## config.mk

```make
export PLATFORM = sky130hd
export DESIGN_NAME = instr_fetch
export DESIGN_NICKNAME = d
export VERILOG_FILES = /design/src/rtl/riscv_pkg.sv /design/src/rtl/fetch_queue.sv /design/src/rtl/instr_fetch.sv
export SDC_FILE = /design/constraint.sdc
export NUM_CORES = 1
export LEC_CHECK = 0
export BUFFER_PORTS_ARGS = -buffer_cell sky130_fd_sc_hd__buf_4
export CORE_ASPECT_RATIO = 0.9
export CORE_MARGIN = 5
export CORE_UTILIZATION = 61
export DETAILED_ROUTE_END_ITERATION = 10
export HOLD_SLACK_MARGIN = 0.05
export PLACE_DENSITY = 0.89
export SLEW_MARGIN = 20
export SYNTH_ARGS = -nofsm -noshare
export SYNTH_HDL_FRONTEND = slang
export SYNTH_SLANG_ARGS = --single-unit
export TNS_END_PERCENT = 10
```

## constraint.sdc

```tcl
create_clock -name clk -period 4.5 [get_ports clk]
set_input_delay 0.675 -clock clk [delete_from_list [all_inputs] [get_ports clk]]
set_output_delay 0.675 -clock clk [all_outputs]
set_load 0.02 [all_outputs]
```

## src/rtl/riscv_pkg.sv

```systemverilog
// Shared fetch-side types and constants.
//   fetch_state_e : fetch FSM encoding
//   fetch_entry_t : {pc, instr} payload carried through the fetch queue
package riscv_pkg;

  localparam int unsigned INSTR_WIDTH = 32;
  localparam int unsigned PC_WIDTH    = 32;
  localparam logic [PC_WIDTH-1:0]    PC_STEP = 32'd4;
  localparam logic [INSTR_WIDTH-1:0] NOP     = 32'h0000_0013;

  typedef enum logic [1:0] {
    S_BOOT = 2'd0,
    S_RUN  = 2'd1,
    S_HOLD = 2'd2,
    S_TRAP = 2'd3
  } fetch_state_e;

  typedef struct packed {
    logic [PC_WIDTH-1:0]    pc;
    logic [INSTR_WIDTH-1:0] instr;
  } fetch_entry_t;

endpackage

```

## src/rtl/fetch_queue.sv

```systemverilog
// Two-entry {pc, instr} FIFO between the instruction memory and decode.
// Ports:
//   clk, rst_n : clock, asynchronous active-low reset
//   push, data : write one entry
//   pop        : remove head (ignored when empty)
//   flush      : drop all entries; overrides push/pop
//   count      : current occupancy (0..2)
//   head       : oldest entry (undefined content when count == 0)
module fetch_queue
  import riscv_pkg::*;
(
  input  logic         clk,
  input  logic         rst_n,
  input  logic         push,
  input  fetch_entry_t data,
  input  logic         pop,
  input  logic         flush,
  output logic [1:0]   count,
  output fetch_entry_t head
);

  fetch_entry_t mem [2];
  logic [1:0]   count_q;
  logic         rd_ptr;
  logic         wr_ptr;
  logic         do_pop_c;

  assign do_pop_c = pop && (count_q != 2'd0);
  assign count    = count_q;
  assign head     = mem[rd_ptr];

  // Storage and pointers; a push at full is only legal alongside a pop,
  // in which case it overwrites the slot being retired.
  always_ff @(posedge clk or negedge rst_n) begin
    if (!rst_n) begin
      for (int i = 0; i < 2; i++) mem[i] <= '0;
      count_q <= 2'd0;
      rd_ptr  <= 1'b0;
      wr_ptr  <= 1'b0;
    end else if (flush) begin
      count_q <= 2'd0;
      rd_ptr  <= 1'b0;
      wr_ptr  <= 1'b0;
    end else begin
      if (push) begin
        mem[wr_ptr] <= data;
        wr_ptr      <= ~wr_ptr;
      end
      if (do_pop_c) rd_ptr <= ~rd_ptr;
      count_q <= count_q + 2'(push) - 2'(do_pop_c);
    end
  end

  no_overflow: assert property (@(posedge clk) disable iff (!rst_n)
    !(push && !do_pop_c && !flush && (count_q == 2'd2)))
    else $error("fetch_queue overflow");

endmodule

```

## src/rtl/instr_fetch.sv

```systemverilog
// Instruction fetch front end: PC, synchronous imem request, 2-entry
// return buffer and valid/ready hand-off to decode, with branch redirect.
// Optional macro IFETCH_MISALIGN_TRAP_EN adds the sticky 'misalign' output
// and the S_TRAP state for redirect targets that are not word aligned.
// Ports:
//   clk, rst_n           : clock, asynchronous active-low reset
//   fetch_en             : allow new memory requests
//   imem_req/imem_addr   : word read request (combinational)
//   imem_rdata           : read data, one cycle after imem_req
//   instr_valid/ready    : decode handshake; instr/instr_pc = queue head
//   redirect/_target     : taken-branch pulse and byte target
//   misalign             : (macro only) sticky misaligned-target flag
module instr_fetch
  import riscv_pkg::*;
#(
  parameter int unsigned ADDR_WIDTH = 8,
  parameter logic [31:0] RESET_PC   = 32'h0000_0000
) (
  input  logic                   clk,
  input  logic                   rst_n,
  input  logic                   fetch_en,
  output logic                   imem_req,
  output logic [ADDR_WIDTH-1:0]  imem_addr,
  input  logic [INSTR_WIDTH-1:0] imem_rdata,
  output logic                   instr_valid,
  input  logic                   instr_ready,
  output logic [INSTR_WIDTH-1:0] instr,
  output logic [PC_WIDTH-1:0]    instr_pc,
`ifdef IFETCH_MISALIGN_TRAP_EN
  output logic                   misalign,
`endif
  input  logic                   redirect,
  input  logic [PC_WIDTH-1:0]    redirect_target
);

  fetch_state_e        state, state_nxt;
  logic [PC_WIDTH-1:0] pc;
  logic                epoch;
  logic                infl_valid;
  logic                infl_epoch;
  logic [PC_WIDTH-1:0] infl_pc;

  logic [1:0]   q_count;
  fetch_entry_t q_head;
  fetch_entry_t q_data;

  logic       pop_c, push_c, redirect_c, trap_c, credit_c, req_c;
  logic [1:0] used_c;

  assign instr_valid = (q_count != 2'd0);
  assign pop_c       = instr_valid && instr_ready;

  // Credits count this cycle's pop so a full-rate stream never stalls.
  assign used_c   = q_count - 2'(pop_c) + 2'(infl_valid);
  assign credit_c = (used_c < 2'd2);

`ifdef IFETCH_MISALIGN_TRAP_EN
  assign redirect_c = redirect && (state != S_BOOT) && (state != S_TRAP);
  assign trap_c     = redirect_c && (redirect_target[1:0] != 2'b00);
`else
  logic unused_target_lsb;
  assign unused_target_lsb = ^redirect_target[1:0];
  assign redirect_c        = redirect && (state != S_BOOT);
  assign trap_c            = 1'b0;
`endif

  assign req_c     = (state == S_RUN) && credit_c && fetch_en && !redirect_c;
  assign imem_req  = req_c;
  assign imem_addr = pc[ADDR_WIDTH+1:2];

  // Returning word is kept only if no redirect happened since it was issued.
  assign push_c = infl_valid && (infl_epoch == epoch) && !redirect_c;
  assign q_data = {infl_pc, imem_rdata};

  fetch_queue u_queue (
    .clk   (clk),
    .rst_n (rst_n),
    .push  (push_c),
    .data  (q_data),
    .pop   (pop_c),
    .flush (redirect_c),
    .count (q_count),
    .head  (q_head)
  );

  assign instr    = q_head.instr;
  assign instr_pc = q_head.pc;

  // FSM state register.
  always_ff @(posedge clk or negedge rst_n) begin
    if (!rst_n) state <= S_BOOT;
    else        state <= state_nxt;
  end

  // FSM next state.
  always_comb begin
    state_nxt = state;
    case (state)
      S_BOOT:  state_nxt = S_RUN;
      S_RUN:   if (!credit_c || !fetch_en) state_nxt = S_HOLD;
      S_HOLD:  if (credit_c && fetch_en)   state_nxt = S_RUN;
      S_TRAP:  state_nxt = S_TRAP;
      default: state_nxt = S_BOOT;
    endcase
    if (redirect_c) state_nxt = trap_c ? S_TRAP : S_RUN;
  end

  // PC, epoch and the single in-flight read tag.
  always_ff @(posedge clk or negedge rst_n) begin
    if (!rst_n) begin
      pc         <= RESET_PC;
      epoch      <= 1'b0;
      infl_valid <= 1'b0;
      infl_epoch <= 1'b0;
      infl_pc    <= '0;
    end else if (redirect_c) begin
      pc         <= {redirect_target[PC_WIDTH-1:2], 2'b00};
      epoch      <= ~epoch;
      infl_valid <= 1'b0;
    end else begin
      infl_valid <= req_c;
      if (req_c) begin
        pc         <= pc + PC_STEP;
        infl_pc    <= pc;
        infl_epoch <= epoch;
      end
    end
  end

`ifdef IFETCH_MISALIGN_TRAP_EN
  // Sticky until reset.
  always_ff @(posedge clk or negedge rst_n) begin
    if (!rst_n)      misalign <= 1'b0;
    else if (trap_c) misalign <= 1'b1;
  end
`endif

endmodule

```

==> flow_summary.ini, run 1 <==
[clocking]
cts_tree = yes
cts-buffers-inserted = 17
post_cts_buffers = 0
ctsResizeCount = 0
clkTransAtPathRegs_ps = 60
clkLatencyLatePin_ps = 430
hold_buffers = 0
clkSinkCount = 193
cts-root-buf = clkbuf_16
clk_path_buf_depth = 2
ctsHtreeMaxLevel = 4

[detailed_routing]
drt-total-wl_um = 20400
drt_iter0_markers = 606
ant_nets = 0
dr_total_vias = 6261
wire_per_inst_um = 19.5
remaining_drc_errors = 0
dr.pass1.iters = 8
via_per_inst = 5.99

[sta]
fin_worst_skew_ps = 7.15
tightest_slew_ps = 946
hold_slack_ps = 398
min_period_ps = 3500
slew_headroom = 0.369
rsz0062_at_grt = no
tns_ps = 0
slew_violations = 0
fmax_mhz = 286
hold_violations = 0
timing.final.crit_share = 0.778
setup_viol = 0

[global_routing]
grt_pass1_vias = 6600
grt_max_degree = 126
grt_overflow_total = 0
grt_pass1_wl_um = 32700
antenna_found_initial = 0
grt_usage = 0.250

[yosys]
yosys_register_bits = 193
netlist_instances = 725
async_flop_share = 1.00
synth_ff_type = dfrtp_1
ys_seq_area_frac = 0.549
synth_area_mm2 = 0.00880
ys_warn_count = 0
synthDistinctLibCells = 48
synth_top_cells_by_area = dfrtp_1 55%, mux2_2 24%, nand2_1 3.9%, o21ai_0 1.7%, nand3_1 1.4%
synth_top_area_frac = 0.549
synth_area_leader_cell = dfrtp_1
avgSynthCellArea_um2 = 12.1
synth_edf_count = 0

[cells_and_area]
area_growth_pct = 19.8
layout_commonest_cell = dfrtp_1
nets = 914
drive_gt1_frac = 0.435
fill_cells = 907
n_antenna_cell = 0
layout_common_cells = 192 x dfrtp_1, 188 x mux2_2, 143 x buf_4, 91 x nand2_1, 30 x o21ai_0

[worst_setup_path]
crit_required_ps = 3830
criticalPathCategory = reg2out
arrival_ps = 2830
worst_setup_path_end_kind = output pin
crit_path_start_kind = register
crit_fanout = 7

[power_and_ir_drop]
p_switching_mw = 2.55
power_density_mw_per_mm2 = 692
clockPowerShare = 0.213
vdd_drop_max_mv = 0.438
totalPowerFinal_mw = 7.30
power_frac_comb = 0.372
seqPwrFrac = 0.415
p_int_mw = 4.74
p_leak_nw = 5.20
switching_share = 0.350

[die]
die_h_um = 124
rows = 41
start_util = 0.624
die_x_um = 137
pin_count = 143
dieArea_mm2 = 0.0169
coreArea_mm2 = 0.0141

[placed_design]
dp_hpwl_um = 13600
portBuffers = 138
gp_congestion = 0.881

[hold_path]
hold_class = in2async

[outcome]
status = complete, no violations

[run]
drv_cap = 0
## metal layers
metal,routed length (um),global-route usage
met1,8310,0.321
met2,10100,0.425
met3,1510,0.0565
met4,438,0.0781
met5,0,0
## critical path, cell delays in order (launching register included)
cell and delay, ps:
dfrtp_1 380, or2_2 310, and2_1 190, ha_1 310, nor2b_1 80, or4b_1 640, a21o_2 270, inv_1 80
buf_4 140
## worst paths after layout
check	slack, ps	from	end	cells past startpoint
min in group clk	430	redirect	state[1]$_DFFE_PN0P_	2
worst max-delay path	1000	u_queue.count[1]$_DFF_PN0_	imem_req	8
max in group asynchronous	2990	rst_n	u_queue.mem[19]$_DFFE_PN0P_	2
worst min register to register	500	infl_pc[20]$_DFFE_PN0P_	infl_pc[20]$_DFFE_PN0P_	2
worst min-delay path	400	rst_n	u_queue.mem[25]$_DFFE_PN0P_	1
worst max register to register	1220	u_queue.count[1]$_DFF_PN0_	pc[12]$_DFFE_PN0P_	8
## stage by stage
stage                util  std cells  instance area (um^2)  worst slack (ps)
floorplan               -        726                  8810              1270
global placement    0.704       1016                  9940              1270
detailed placement  0.704       1016                  9940              1180
CTS                 0.747       1045                 10500               990
global route        0.747       1045                 10500               868
finish              0.747       1045                 10500               998
## cell usage after synthesis, drive strengths merged (6+ instances only)
library cell and instances:
a21oi 11, a221o 6, a22oi 9, and3 7, buf 33, clkbuf 16
dfrtp 193, inv 14, mux2 188, nand2 92, nand3 25, nor2 16
nor3 8, o21ai 30, xnor2 6, xor2 6
## state kept, by name (all words and copies together) (netlist names)
signal and count:
u_queue.mem 124, state 2, epoch 1, pc 30, infl_pc 30, u_queue.wr_ptr 1, infl_epoch 1, u_queue.count 2
infl_valid 1, u_queue.rd_ptr 1
## layout make-up
type / count / area, um^2 / share of cell area
Inverter: 14 / 52.6 / 0.00498
Tap cell: 193 / 241 / 0.0229
Clock inverter: 10 / 163 / 0.0154
Sequential cell: 193 / 4830 / 0.458
Multi-Input combinational cell: 470 / 3690 / 0.350
Clock buffer: 19 / 443 / 0.0420
Timing Repair Buffer: 146 / 1130 / 0.107
## logic make-up after synthesis
kind of cell / Yosys count / share of synthesized area
AOI/OAI and AO/OA: 86 / 0.0654
xor gates and xnor gates: 12 / 0.0119
adders and majority gates: 3 / 0.00426
buffers and inverters: 63 / 0.0340
DFF: 193 / 0.549
muxes: 189 / 0.242
other: 1 / 0.000426
and+or+nand+nor: 178 / 0.0938
## power by group through the flow
stage          combinational (mW)  clock, mW  sequential [mW]
4_1_cts                      2.73       1.58             3.02
6_report                     2.71       1.56             3.03
5_1_grt                      2.93       1.66             3.12
2_1_floorplan                1.89          0             2.82
3_5_place_dp                 2.70          0             3.04
3_3_place_gp                 2.60          0             2.94
Power figures use the tool's default switching activity.
==> run 2, diff against run 1 <==
--- a/config.mk
+++ b/config.mk
@@ -5,13 +5,14 @@
 export SDC_FILE = /design/constraint.sdc
 export NUM_CORES = 1
 export LEC_CHECK = 0
+export ABC_AREA = 1
 export BUFFER_PORTS_ARGS = -buffer_cell sky130_fd_sc_hd__buf_4
 export CORE_ASPECT_RATIO = 0.9
 export CORE_MARGIN = 5
-export CORE_UTILIZATION = 61
+export CORE_UTILIZATION = 57
 export DETAILED_ROUTE_END_ITERATION = 10
 export HOLD_SLACK_MARGIN = 0.05
-export PLACE_DENSITY = 0.89
+export PLACE_DENSITY = 0.84
 export SLEW_MARGIN = 20
 export SYNTH_ARGS = -nofsm -noshare
 export SYNTH_HDL_FRONTEND = slang
==> constraint.sdc (replaced) <==
create_clock -name clk -period 3.4 [get_ports clk]
set_input_delay 0.51 -clock clk [delete_from_list [all_inputs] [get_ports clk]]
set_output_delay 0.51 -clock clk [all_outputs]
set_load 0.02 [all_outputs]
==> run 2 against run 1 <==
  * First-iteration DRC count rose by 11%
  * Clock power rose by 24%
  * Die area grew 11%
  * Critical path type unchanged
  * Critical endpoint unchanged
  * Largest power group unchanged
  * Highest routed layer unchanged
==> flow_summary.ini, run 2 <==
[global_routing]
grt_pass1_wl_um = 35200
antenna_found_initial = 0
grt_overflow_total = 0
grt_usage = 0.236
grt_max_degree = 95
grt_pass1_vias = 7323

[clocking]
cts-buffers-inserted = 17
ctsHtreeMaxLevel = 4
clkLatencyLatePin_ps = 430
clkTransAtPathRegs_ps = 70
post_cts_buffers = 0
clk_path_buf_depth = 2
clkSinkCount = 193
cts_tree = yes
cts-root-buf = clkbuf_16
ctsResizeCount = 0
hold_buffers = 0

[cells_and_area]
fin_util = 0.676
area_growth_pct = 17.8
regMostFlops = u_queue.mem
layout_common_cells = 539 x nand2_1, 192 x dfrtp_1, 147 x buf_4, 111 x o21ai_1, 86 x inv_1
drive_gt1_frac = 0.146
n_antenna_cell = 0
layout_commonest_cell = nand2_1
nets = 1363
reg.largest.list = u_queue.mem: 124 flops, infl_pc: 30 flops, pc: 30 flops
largest_register_ffs = 124

[yosys]
synth_area_leader_cell = dfrtp_1
yosys_register_bits = 193
yosysMostFrequentCell = nand2_1
ys_warn_count = 0
synth_area_mm2 = 0.00917
synth_ff_type = dfrtp_1
synthDistinctLibCells = 27
synth_edf_count = 0
yosys-top-cells-count = 539 x nand2_1, 193 x dfrtp_1, 111 x o21ai_1
avgSynthCellArea_um2 = 7.73
netlist_instances = 1185
ys_seq_area_frac = 0.527
synth_top_cells_by_area = dfrtp_1 53%, nand2_1 22%, o21ai_1 6.1%, inv_1 3.5%, o21ai_0 2.7%
synth_top_area_frac = 0.527
async_flop_share = 1.00

[power_and_ir_drop]
vdd_drop_max_mv = 0.526
power_density_mw_per_mm2 = 914
p_leak_nw = 5.56
totalPowerFinal_mw = 9.86

[die]
coreArea_mm2 = 0.0160
rows = 44
dieArea_mm2 = 0.0187
die_x_um = 144
die_h_um = 130
start_util = 0.574
pin_count = 143

[worst_setup_path]
crit-reg2reg-launch = u_queue.count[1]$_DFF_PN0_
cp-startpoint = u_queue.count[1]$_DFF_PN0_
rr_worst_depth = 14
worst_setup_path_end_kind = output pin
criticalPathCategory = reg2out
arrival_ps = 2290
cp-endpoint = imem_req
crit_fanout = 7
crit_path_start_kind = register
crit_required_ps = 2890
r2r_setup_slack_ps = 1040
reg2reg_to = pc[28]$_DFFE_PN0P_

[sta]
slew_violations = 0
slew_headroom = 0.442
rsz0062_at_grt = no
tns_ps = 0
hold_violations = 0
timing.final.crit_share = 0.822
min_period_ps = 2800
fin_worst_skew_ps = 11.0
tightest_slew_ps = 836
fmax_mhz = 358
setup_viol = 0

[placed_design]
portBuffers = 138
gp_congestion = 0.901
dp_hpwl_um = 14000

[detailed_routing]
dr.pass1.iters = 5
drt-total-wl_um = 21300
via_per_inst = 5.19
ant_nets = 0
remaining_drc_errors = 0
wire_per_inst_um = 14.1
drt_iter0_markers = 670
dr_total_vias = 7841

[hold_path]
hold_class = in2async

[run]
drv_cap = 0

[outcome]
status = complete, no violations
run 2: final cells by class:
cell class | count | area [um^2]
Fill cell | 1336 | 5170
Sequential cell | 193 | 4830
Multi-Input combinational cell | 839 | 3610
Timing Repair Buffer | 151 | 1170
Clock buffer | 26 | 509
Inverter | 89 | 334
Tap cell | 207 | 259
Clock inverter | 6 | 70.1
run 2: cell families (layout without fill, tap and decap cells):
family | after synthesis | in the layout | share of synthesized area
AO/OA/AOI/OAI | 168 | 168 | 0.0938
XOR/XNOR | 16 | 16 | 0.0153
adder cells (fa/ha/maj) | 3 | 3 | 0.00410
buffers and inverters | 154 | 272 | 0.0801
flip-flops | 193 | 193 | 0.527
other | 1 | 2 | 0.000409
AND/OR/NAND/NOR | 650 | 650 | 0.279
run 2: through the flow:
| step | instances | hold slack [ps] | setup slack [ps] | area, um^2 |
|---|---|---|---|---|
| 6_report | 1511 | 164 | 604 | 10800 |
| 5_1_grt | 1511 | 219 | 457 | 10800 |
| 4_1_cts | 1511 | 185 | 581 | 10800 |
| 3_5_place_dp | 1479 | 473 | 983 | 10200 |
| 3_3_place_gp | 1479 | 465 | 1020 | 10200 |
| 2_1_floorplan | 1186 | 214 | 1050 | 9170 |
run 2: report_power, final:
group,switching [mW],total (mW),internal (mW)
Combinational,2.45,3.94,1.49
Sequential,0.743,4.00,3.25
Clock,0.815,1.93,1.11
run 2: worst min-delay path by stage:
stage                                  from  cells after the start  slack, ps                            to
2_1_floorplan                         rst_n                      0        210             epoch$_DFFE_PN0P_
3_3_place_gp   u_queue.mem[103]$_DFFE_PN0P_                      2        460  u_queue.mem[103]$_DFFE_PN0P_
3_5_place_dp   u_queue.mem[104]$_DFFE_PN0P_                      2        470  u_queue.mem[104]$_DFFE_PN0P_
4_1_cts                               rst_n                      1        190   u_queue.mem[24]$_DFFE_PN0P_
5_1_grt                               rst_n                      1        220   u_queue.mem[24]$_DFFE_PN0P_
6_report                              rst_n                      1        160   u_queue.mem[24]$_DFFE_PN0P_
run 2: critical path, cell delays in order (launching register included):
cell and delay (ps):
dfrtp_1 400, inv_1 90, nand2_1 70, nand2_1 100
inv_1 50, ha_1 290, inv_1 60, nand2_1 60
nand3_1 60, nand2_1 120, nand3_2 210, nor2_4 180
buf_4 160
run 2: routing by layer:
layer	wire, um	track usage
met1	9670	0.339
met5	0	0
met4	187	0.0609
met2	9740	0.367
met3	1670	0.0517
==> run 3, diff against run 2 <==
--- a/config.mk
+++ b/config.mk
@@ -9,10 +9,10 @@
 export BUFFER_PORTS_ARGS = -buffer_cell sky130_fd_sc_hd__buf_4
 export CORE_ASPECT_RATIO = 0.9
 export CORE_MARGIN = 5
-export CORE_UTILIZATION = 57
+export CORE_UTILIZATION = 52
 export DETAILED_ROUTE_END_ITERATION = 10
 export HOLD_SLACK_MARGIN = 0.05
-export PLACE_DENSITY = 0.84
+export PLACE_DENSITY = 0.81
 export SLEW_MARGIN = 20
 export SYNTH_ARGS = -nofsm -noshare
 export SYNTH_HDL_FRONTEND = slang
==> constraint.sdc (replaced) <==
create_clock -name clk -period 2.33 [get_ports clk]
set_input_delay 0.3495 -clock clk [delete_from_list [all_inputs] [get_ports clk]]
set_output_delay 0.3495 -clock clk [all_outputs]
set_load 0.02 [all_outputs]
==> run 3 against run 2 <==
  * Hold slack got worse by 34 ps
  * Die area up 8.9%
  * Worst setup slack got worse by 550 ps
  * Design area up 2.9%
==> flow_summary.ini, run 3 (synthesized netlist as in run 2, its figures left out) <==
[hold_path]
hold_class = in2reg
min_delay_path_depth = 3

[die]
coreArea_mm2 = 0.0175
dieArea_mm2 = 0.0204
die_h_um = 136
rows = 46
start_util = 0.524
die_x_um = 150
pin_count = 143

[sta]
rsz0062_at_grt = yes
slew_headroom = 0.525
timing.final.crit_share = 0.976
hold_violations = 0
fin_worst_skew_ps = 9.11
setup_viol = 0
tightest_slew_ps = 712
min_period_ps = 2270
fmax_mhz = 440
hold_slack_ps = 130
slew_violations = 0

[clocking]
clkSinkCount = 193
clkLatencyLatePin_ps = 430
cts-buffers-inserted = 17
clkTransAtPathRegs_ps = 70
cts-root-buf = clkbuf_16
cts_tree = yes
clk_path_buf_depth = 2
ctsHtreeMaxLevel = 4

[global_routing]
grt_pass1_wl_um = 37000
grt_overflow_total = 0
grt_usage = 0.224
grt_pass1_vias = 7473
antenna_found_initial = 0
grt_max_degree = 71

[cells_and_area]
layout_commonest_cell = nand2_1
n_antenna_cell = 0
fill_cells = 1553
drive_gt1_frac = 0.168
regMostFlops = u_queue.mem
layout_common_cells = 535 x nand2_1, 192 x dfrtp_1, 159 x buf_4, 111 x o21ai_1, 82 x inv_1
fin_cells = 1562
largest_register_ffs = 124
reg.largest.list = u_queue.mem: 124 flops, infl_pc: 30 flops, pc: 30 flops
area_growth_pct = 21.2
nets = 1382

[placed_design]
gp_congestion = 0.925
dp.cells = 1522
dp_hpwl_um = 14900
portBuffers = 138

[worst_setup_path]
crit_required_ps = 1980
crit_path_start_kind = register
reg2reg_to = infl_pc[13]$_DFFE_PN0P_
crit-reg2reg-launch = u_queue.count[1]$_DFF_PN0_
cp-endpoint = imem_req
criticalPathCategory = reg2out
cp-startpoint = u_queue.count[1]$_DFF_PN0_
worst_setup_path_end_kind = output pin
arrival_ps = 1930
r2r_setup_slack_ps = 160
crit_fanout = 2
rr_worst_depth = 16

[power_and_ir_drop]
power_frac_comb = 0.408
vdd_drop_max_mv = 0.693
p_int_mw = 8.82
p_switching_mw = 5.98
p_leak_nw = 5.68
seqPwrFrac = 0.393
power_density_mw_per_mm2 = 1330
clockPowerShare = 0.198
switching_share = 0.404

[detailed_routing]
dr.pass1.iters = 5
dr_total_vias = 7947
remaining_drc_errors = 0
via_per_inst = 5.09
drt-total-wl_um = 22100
drt_iter0_markers = 654
ant_nets = 0
wire_per_inst_um = 14.2

[run]
drv_cap = 0

[outcome]
status = complete, no violations
run 3: worst max-delay path, cell delays in order (launching register included):
cell,delay [ps]
dfrtp_1,390
inv_2,70
nand2_2,60
nand2_2,70
inv_2,40
ha_4,260
inv_2,40
nand2_2,60
nand3_2,80
nand2_4,100
nand3_4,100
nor2_4,110
buf_6,120
run 3: stage by stage:
step	worst slack, ps	cell area, um^2	setup TNS [ps]	total power [mW]	util
after global placement	205	10400	0	11.5	0.594
after global routing	-52.7	11100	-52.7	15.9	0.635
final	55.2	11100	0	14.8	0.635
after detailed placement	98.1	10400	0	11.7	0.594
after floorplan	142	9170	0	9.46	-
after CTS	2.12	11100	0	14.8	0.633
run 3: worst min-delay path by stage:
stage / start / endpoint
global placement: rst_n / u_queue.mem[92]$_DFFE_PN0P_
global route: redirect_target[16] / pc[16]$_DFFE_PN0P_
detailed placement: rst_n / u_queue.mem[90]$_DFFE_PN0P_
CTS: redirect_target[16] / pc[16]$_DFFE_PN0P_
floorplan: rst_n / epoch$_DFFE_PN0P_
finish: redirect_target[16] / pc[16]$_DFFE_PN0P_
run 3: final cells by class:
cell class                 count  area (um^2)  area share
tap                          240          300      0.0270
multi-input combinational    839         3660       0.330
clock inverter                 8          105     0.00946
timing repair buffer         170         1390       0.125
inverter                      89          334      0.0301
clock buffer                  23          488      0.0439
sequential                   193         4830       0.435
run 3: power groups by stage:
stage / clock, mW / sequential, mW / combinational (mW)
6_report: 2.93 / 5.82 / 6.05
4_1_cts: 2.98 / 5.79 / 6.06
5_1_grt: 3.11 / 5.99 / 6.75
3_5_place_dp: 0 / 5.83 / 5.88
3_3_place_gp: 0 / 5.76 / 5.73
2_1_floorplan: 0 / 5.50 / 3.96
run 3: per-layer routing:
metal / GRT usage / up-vias / routed length [um]
li1: - / 3937 / -
met1: 0.328 / 3711 / 10200
met2: 0.347 / 268 / 10100
met3: 0.0433 / 31 / 1470
met4: 0.0569 / 0 / 335
met5: 0 / - / 0
run 3: what timing repair did:
item / in CTS / in global routing
setup buffers: 6 / 2
pin swaps: 5 / 6
endpoints found under the setup margin: 1 / 1
gates cloned: 0 / 0
hold buffers: 1 / 0
resized for setup: 10 / 5
endpoints found under the hold margin: 61 / 0
